===== config.mk =====
export PLATFORM = sky130hd
export DESIGN_NAME = stepper_seq_flat
export DESIGN_NICKNAME = d
export VERILOG_FILES = /design/src/rtl/stepper_pkg.sv /design/src/rtl/stepper_seq_if.sv /design/src/rtl/stepper_phase_lut.sv /design/src/rtl/stepper_seq.sv /design/src/flat_wrapper.sv
export SDC_FILE = /design/constraint.sdc
export NUM_CORES = 1
export LEC_CHECK = 0
export ABC_AREA = 1
export CORE_UTILIZATION = 30
export CTS_CLUSTER_DIAMETER = 40
export DETAILED_ROUTE_END_ITERATION = 8
export GPL_TIMING_DRIVEN = 0
export PLACE_DENSITY = 0.48
export SLEW_MARGIN = 20
export SYNTH_ARGS = -nofsm -noshare
export SYNTH_HDL_FRONTEND = slang
export SYNTH_HIERARCHICAL = 1
export SYNTH_SLANG_ARGS = --single-unit

===== constraint.sdc =====
create_clock -name spd -period 2.5 [get_ports spd]
set_input_delay 0.625 -clock spd [delete_from_list [all_inputs] [get_ports spd]]
set_output_delay 0.625 -clock spd [all_outputs]
set_load 0.005 [all_outputs]

===== src/rtl/stepper_pkg.sv =====
`default_nettype none
// ============================================================================
// Module   : stepper_pkg
// Purpose  : Shared types and constants for the stepper sequencer slice:
//            FSM state encoding, coil phase table, default field widths.
// Revision : 1.0 - initial release
// ============================================================================
package stepper_pkg;

  localparam int STEPS_W_DEF = 16;
  localparam int POS_W_DEF   = 16;

  typedef enum logic [2:0] {
    S_IDLE     = 3'd0,
    S_START    = 3'd1,
    S_WAIT_ON  = 3'd2,
    S_WAIT_OFF = 3'd3,
    S_ADVANCE  = 3'd4,
    S_DONE     = 3'd5,
    S_FAULT    = 3'd6
  } state_t;

  // Half-step phase table; element [i] is the coil pattern for index i.
  localparam logic [7:0][3:0] C_PHASE_TABLE = {
    4'b1001, 4'b1000, 4'b1100, 4'b0100,
    4'b0110, 4'b0010, 4'b0011, 4'b0001
  };

endpackage
`default_nettype wire


===== src/rtl/stepper_seq_if.sv =====
`default_nettype none
// ============================================================================
// Module   : stepper_seq_if
// Purpose  : Bundles the move-command handshake, the pulse-timer link and the
//            status/drive outputs of the stepper sequencer.
// Ports    : none (signals only)
//   master : command source + pulse timer (drives cmd_*, abort, pulse_on)
//   slave  : the sequencer (drives cmd_ready, pulse_*, coil, pos, status)
// Revision : 1.0 - initial release
// ============================================================================
interface stepper_seq_if #(
  parameter int STEPS_W = 16,
  parameter int POS_W   = 16
) ();
  logic               cmd_valid;
  logic               cmd_ready;
  logic               cmd_dir;
  logic               cmd_half;
  logic [STEPS_W-1:0] cmd_steps;
  logic               abort;
  logic               pulse_start;
  logic               pulse_hs;
  logic               pulse_on;
  logic [3:0]         coil;
  logic [POS_W-1:0]   pos;
  logic               busy;
  logic               done;
  logic               fault;

  modport master (
    output cmd_valid, cmd_dir, cmd_half, cmd_steps, abort, pulse_on,
    input  cmd_ready, pulse_start, pulse_hs, coil, pos, busy, done, fault
  );

  modport slave (
    input  cmd_valid, cmd_dir, cmd_half, cmd_steps, abort, pulse_on,
    output cmd_ready, pulse_start, pulse_hs, coil, pos, busy, done, fault
  );
endinterface
`default_nettype wire


===== src/rtl/stepper_phase_lut.sv =====
`default_nettype none
// ============================================================================
// Module   : stepper_phase_lut
// Purpose  : Combinational phase index to coil pattern lookup.
// Ports    : i_idx  [2:0] phase index 0..7
//            o_coil [3:0] coil drive pattern for that index
// Revision : 1.0 - initial release
// ============================================================================
module stepper_phase_lut
  import stepper_pkg::*;
(
  input  wire logic [2:0] i_idx,
  output logic      [3:0] o_coil
);
  assign o_coil = C_PHASE_TABLE[i_idx];
endmodule
`default_nettype wire


===== src/rtl/stepper_seq.sv =====
`default_nettype none
// ============================================================================
// Module   : stepper_seq
// Purpose  : Stepper motor move sequencer. Accepts a move command, issues one
//            timer pulse per step, advances the coil phase and the signed
//            half-step position, and faults if the timer never responds.
// Ports    : spd  step-rate clock (posedge)
//            rst  asynchronous active-low reset
//            bus  stepper_seq_if.slave (command, timer link, coil/status)
// Revision : 1.0 - initial release
// ============================================================================
module stepper_seq
  import stepper_pkg::*;
#(
  parameter int STEPS_W    = STEPS_W_DEF,
  parameter int POS_W      = POS_W_DEF,
  parameter int ON_TIMEOUT = 7
) (
  input  wire logic    spd,
  input  wire logic    rst,
  stepper_seq_if.slave bus
);

  localparam int TO_W = (ON_TIMEOUT > 1) ? $clog2(ON_TIMEOUT) : 1;
  localparam logic [TO_W-1:0] C_TO_LAST = TO_W'(ON_TIMEOUT - 1);

  state_t             r_state;
  logic               r_ready;
  logic               r_busy;
  logic               r_start;
  logic               r_done;
  logic               r_fault;
  logic               r_dir;
  logic               r_half;
  logic               r_abort;
  logic [2:0]         r_idx;
  logic [3:0]         r_coil;
  logic [POS_W-1:0]   r_pos;
  logic [STEPS_W-1:0] r_rem;
  logic [TO_W-1:0]    r_to;

  logic [2:0]         w_step;
  logic [2:0]         w_idx_adv;
  logic [POS_W-1:0]   w_pos_delta;
  logic [POS_W-1:0]   w_pos_adv;
  logic [STEPS_W-1:0] w_rem_dec;
  logic               w_abort_now;
  logic [2:0]         w_lut_idx;
  logic [3:0]         w_coil;

  assign w_step      = r_half ? 3'd1 : 3'd2;
  assign w_idx_adv   = r_dir ? (r_idx + w_step) : (r_idx - w_step);
  assign w_pos_delta = r_half ? POS_W'(1) : POS_W'(2);
  assign w_pos_adv   = r_dir ? (r_pos + w_pos_delta) : (r_pos - w_pos_delta);
  assign w_rem_dec   = r_rem - STEPS_W'(1);
  // An abort arriving in the ADVANCE cycle itself still ends the move now.
  assign w_abort_now = r_abort | bus.abort;
  // Look up the index being written so coil and index change together.
  assign w_lut_idx   = (r_state == S_ADVANCE) ? w_idx_adv : r_idx;

  stepper_phase_lut u_lut (
    .i_idx  (w_lut_idx),
    .o_coil (w_coil)
  );

  always_ff @(posedge spd or negedge rst) begin
    if (!rst) begin
      r_state <= S_IDLE;
      r_ready <= 1'b1;
      r_busy  <= 1'b0;
      r_start <= 1'b0;
      r_done  <= 1'b0;
      r_fault <= 1'b0;
      r_dir   <= 1'b0;
      r_half  <= 1'b0;
      r_abort <= 1'b0;
      r_idx   <= 3'd0;
      r_coil  <= 4'b0001;
      r_pos   <= '0;
      r_rem   <= '0;
      r_to    <= '0;
    end else begin
      r_start <= 1'b0;
      r_done  <= 1'b0;
      r_coil  <= w_coil;
      if (bus.abort && (r_state != S_IDLE) && (r_state != S_DONE))
        r_abort <= 1'b1;

      case (r_state)
        S_IDLE: begin
          if (bus.cmd_valid) begin
            r_dir   <= bus.cmd_dir;
            r_half  <= bus.cmd_half;
            r_rem   <= bus.cmd_steps;
            r_ready <= 1'b0;
            r_busy  <= 1'b1;
            if (bus.cmd_steps == '0) begin
              r_state <= S_DONE;
              r_done  <= 1'b1;
            end else begin
              r_state <= S_START;
              r_start <= 1'b1;
            end
          end
        end
        S_START: begin
          r_to    <= '0;
          r_state <= S_WAIT_ON;
        end
        S_WAIT_ON: begin
          if (bus.pulse_on) begin
            r_state <= S_WAIT_OFF;
          end else if (r_to == C_TO_LAST) begin
            r_state <= S_FAULT;
            r_fault <= 1'b1;
          end else begin
            r_to <= r_to + TO_W'(1);
          end
        end
        S_WAIT_OFF: begin
          if (!bus.pulse_on)
            r_state <= S_ADVANCE;
        end
        S_ADVANCE: begin
          r_idx <= w_idx_adv;
          r_pos <= w_pos_adv;
          r_rem <= w_rem_dec;
          if ((w_rem_dec == '0) || w_abort_now) begin
            r_state <= S_DONE;
            r_done  <= 1'b1;
          end else begin
            r_state <= S_START;
            r_start <= 1'b1;
          end
        end
        S_DONE: begin
          r_abort <= 1'b0;
          r_ready <= 1'b1;
          r_busy  <= 1'b0;
          r_state <= S_IDLE;
        end
        S_FAULT: begin
          r_state <= S_FAULT;
        end
        default: begin
          r_ready <= 1'b1;
          r_busy  <= 1'b0;
          r_state <= S_IDLE;
        end
      endcase
    end
  end

  assign bus.cmd_ready   = r_ready;
  assign bus.pulse_start = r_start;
  assign bus.pulse_hs    = r_half;
  assign bus.coil        = r_coil;
  assign bus.pos         = r_pos;
  assign bus.busy        = r_busy;
  assign bus.done        = r_done;
  assign bus.fault       = r_fault;

endmodule
`default_nettype wire


===== src/flat_wrapper.sv =====
// flat-port wrapper written by rule: the top's interface ports become plain ports
module stepper_seq_flat import stepper_pkg::*;
#(
  parameter int STEPS_W    = STEPS_W_DEF,
  parameter int POS_W      = POS_W_DEF,
  parameter int ON_TIMEOUT = 7
)
  (spd, rst, bus_cmd_valid, bus_cmd_dir, bus_cmd_half, bus_cmd_steps, bus_abort, bus_pulse_on, bus_cmd_ready, bus_pulse_start, bus_pulse_hs, bus_coil, bus_pos, bus_busy, bus_done, bus_fault);
  stepper_seq_if #(.STEPS_W(STEPS_W), .POS_W(POS_W)) bus_i ();
  input  wire logic spd;
  input  wire logic rst;
  input wire logic [$bits(bus_i.cmd_valid)-1:0] bus_cmd_valid;
  input wire logic [$bits(bus_i.cmd_dir)-1:0] bus_cmd_dir;
  input wire logic [$bits(bus_i.cmd_half)-1:0] bus_cmd_half;
  input wire logic [$bits(bus_i.cmd_steps)-1:0] bus_cmd_steps;
  input wire logic [$bits(bus_i.abort)-1:0] bus_abort;
  input wire logic [$bits(bus_i.pulse_on)-1:0] bus_pulse_on;
  output wire logic [$bits(bus_i.cmd_ready)-1:0] bus_cmd_ready;
  output wire logic [$bits(bus_i.pulse_start)-1:0] bus_pulse_start;
  output wire logic [$bits(bus_i.pulse_hs)-1:0] bus_pulse_hs;
  output wire logic [$bits(bus_i.coil)-1:0] bus_coil;
  output wire logic [$bits(bus_i.pos)-1:0] bus_pos;
  output wire logic [$bits(bus_i.busy)-1:0] bus_busy;
  output wire logic [$bits(bus_i.done)-1:0] bus_done;
  output wire logic [$bits(bus_i.fault)-1:0] bus_fault;
  assign bus_i.cmd_valid = bus_cmd_valid;
  assign bus_i.cmd_dir = bus_cmd_dir;
  assign bus_i.cmd_half = bus_cmd_half;
  assign bus_i.cmd_steps = bus_cmd_steps;
  assign bus_i.abort = bus_abort;
  assign bus_i.pulse_on = bus_pulse_on;
  assign bus_cmd_ready = bus_i.cmd_ready;
  assign bus_pulse_start = bus_i.pulse_start;
  assign bus_pulse_hs = bus_i.pulse_hs;
  assign bus_coil = bus_i.coil;
  assign bus_pos = bus_i.pos;
  assign bus_busy = bus_i.busy;
  assign bus_done = bus_i.done;
  assign bus_fault = bus_i.fault;
  stepper_seq #(.STEPS_W(STEPS_W), .POS_W(POS_W), .ON_TIMEOUT(ON_TIMEOUT)) u_core (.spd(spd), .rst(rst), .bus(bus_i));
endmodule

==> qor.csv <==
metric;value;unit
crit_path_start_kind;register;
ys_top_cells_by_area;dfrtp_1, nand2_1, ha_1;
cts_tree;done;
rsz0062_at_grt;no;
ys_seq_area_frac;0.3720;
vias_per_cell;4.735;
cts_sinks;53;
dieArea;0.01235;mm^2
power.leakage;2.174;nW
initial_core_util;0.3102;
fillers;1224;
crit_arrival;2470;ps
placed_area;0.004249;mm^2
max_freq;0.4411;GHz
hold_viol_final;0;
grt_max_degree;34;
critical_path.endpoint_type;register;
vias;3229;
synthToLayoutAreaGrowth;24.13;%
cap_violations;0;
ant_nets;0;
placed_cells;673;
status;finished with violations;
fin_skew;11.91;ps
synth_seq_cells;53;
drc_errors;8;
cts_buffers;5;
synthFlopType;dfrtp_1;
path_max_fanout;14;
dieHeight;111.1;um
async_flop_share;1.000;
wl_per_cell;13.92;um
min_period;2267;ps
place_congestion;0.8793;
fp.coreArea;0.01152;mm^2
cts_hold_buf;0;
die_w;111.1;um
slew_headroom;0.5916;
htree_levels;2;
setup-tns-final;0;ps
yosysTopAreaCell;dfrtp_1;
syn_avg_cell_area;7.427;um^2
grt_util_all_layers;0.1640;
timing.final.max_slew_violations;0;
netlist_area;0.003572;mm^2
dp_hpwl;7024;um
routed_wl;9492;um
synthTopCellsByCount;nand2_1, inv_1, nor2_1;
grt_pass1_wl;15970;um
drt_iter0_markers;144;
ys_warn_count;6;
synth_enable_flop_cells;0;
tightest_slew;612.5;ps
post-route-period-util;0.9068;
grt_remaining_overflow;0;
finalPower;0.006229;W
ctsLongestPathBuffers;2;
clk_latency;310;ps
synth_top_cell_area_share;0.3573;
syn_inst;481;
hold_path_class;in2async;
syn-num-nets;526;
fin_area;0.004434;mm^2
whs;202.1;ps
cellPowerDensity;1405;mW/mm^2
detail_route.first_pass.iterations;7;
finalSetupViolations;0;
nets;583;
ys_types;43;
failed_checks;DRC;
fp-row-count;39;
vdd_drop_max;0.5873;mV
cts_root_buffer;clkbuf_16;
clk_pin_slew;80;ps
io_pins;49;
drive_above_1_share;0.09091;
worstPathRequired;2710;ps
path_class;reg2reg;
antenna_found_initial;0;
yosysMostFrequentCell;nand2_1;
grt_pass1_vias;3181;
n_antenna_cell;0;
io_buffers;48;
final-instance-count-excl-fill;682;
layout by cell type, fill, tap and decap left out, types with 3 or more instances in the layout:
cell             Yosys  routed
inv_1               62      61
inv_2                6       6
clkbuf_1             3       3
nand4_1              3       3
o21ai_0             21      21
o22ai_1              4       4
ha_1                20      20
a31oi_1              3       3
xnor2_1              6       6
clkdlybuf4s50_1      0      47
clkbuf_16            0       5
nor2_1              52      51
nor2_2               8       9
nor3_1               7       7
dfrtp_1             51      50
nand3_1             24      24
nand2_1            125     125
o221ai_1             7       7
a21oi_1             25      25
a21o_1               3       3
nand2_2              5       5
o31ai_1              3       3
o21ai_1              3       3
xor2_1               9       9
per-layer routing:
metal / vias to the layer above / wire, um / global-route usage
li1: 1666 / - / -
met5: - / 0 / 0
met1: 1494 / 4748 / 0.2228
met2: 63 / 4228 / 0.2579
met4: 0 / 103 / 0.04324
met3: 6 / 412 / 0.04265
worst max-delay path, stage by stage, from the launching register on:
cell	delay (ps)
dfrtp_2	440
clkinvlp_4	120
buf_12	150
ha_1	340
nand2_1	80
o21ai_2	200
a21boi_1	120
o21ai_0	320
a21oi_1	150
inv_1	70
nand2_1	40
nand3_1	70
nand2_1	50
worst paths after layout:
| path | startpoint | end | slack (ps) | cells past startpoint |
|---|---|---|---|---|
| max | u_core/r_dir | u_core/bus.pos[9] | 230 | 12 |
| min | rst | u_core/r_rem[12] | 200 | 1 |
| max reg2reg | u_core/r_dir | u_core/bus.pos[9] | 230 | 12 |
| min reg2reg | u_core/bus.fault | u_core/bus.fault | 480 | 1 |
| max in group asynchronous | rst | u_core/bus.coil[0] | 1730 | 2 |
| min in group spd | u_core/bus.fault | u_core/bus.fault | 480 | 1 |
timing repair:
item | CTS | global route
gates resized for setup | 0 | 3
buffers inserted | 0 | 1
setup endpoints to repair | 0 | 8
registers in the layout (all words and copies together) (netlist names):
| register | count |
|---|---|
| u_core/bus.pulse_hs | 1 |
| u_core/bus.cmd_ready | 1 |
| u_core/bus.pulse_start | 1 |
| u_core/bus.coil | 4 |
| u_core/r_state | 3 |
| u_core/bus.fault | 1 |
| u_core/bus.pos | 16 |
| u_core/bus.busy | 1 |
| u_core/r_abort | 1 |
| u_core/bus.done | 1 |
| u_core/r_dir | 1 |
| u_core/r_to | 3 |
| u_core/r_rem | 16 |
| u_core/r_idx | 3 |
power breakdown:
| group | total (W) | internal (W) | switching (W) |
|---|---|---|---|
| registers | 0.00164 | 0.00127 | 0.000369 |
| logic | 0.00382 | 0.00162 | 0.00220 |
| clock network | 0.000768 | 0.000426 | 0.000342 |
metrics by stage:
step | utilization | worst slack [ps]
after detailed placement | 0.3690 | 55.02
final | 0.3851 | 233.1
after global placement | 0.3674 | -1120
after floorplan | - | 430.1
after CTS | 0.3827 | 43.10
after global routing | 0.3851 | 17.86
cells by family after synthesis:
family	count (synthesis)	share of synthesized area
AOI/OAI and AO/OA	79	0.1327
xor gates and xnor gates	15	0.03678
adders and majority gates	22	0.08126
buffers and inverters	76	0.08581
DFF	53	0.3720
and+or+nand+nor	236	0.2914
area by class of cell:
| class | instances | area, um^2 | share of cell area |
|---|---|---|---|
| buffer | 8 | 51.30 | 0.01157 |
| clock buffer | 7 | 152.6 | 0.03442 |
| clock inverter | 1 | 5.005 | 0.001129 |
| inverter | 68 | 259.0 | 0.05841 |
| multi-input combinational | 352 | 1939 | 0.4374 |
| sequential | 53 | 1330 | 0.2999 |
| tap | 143 | 178.9 | 0.04035 |
| timing repair buffer | 50 | 518.0 | 0.1168 |
Power figures use the tool's default switching activity.
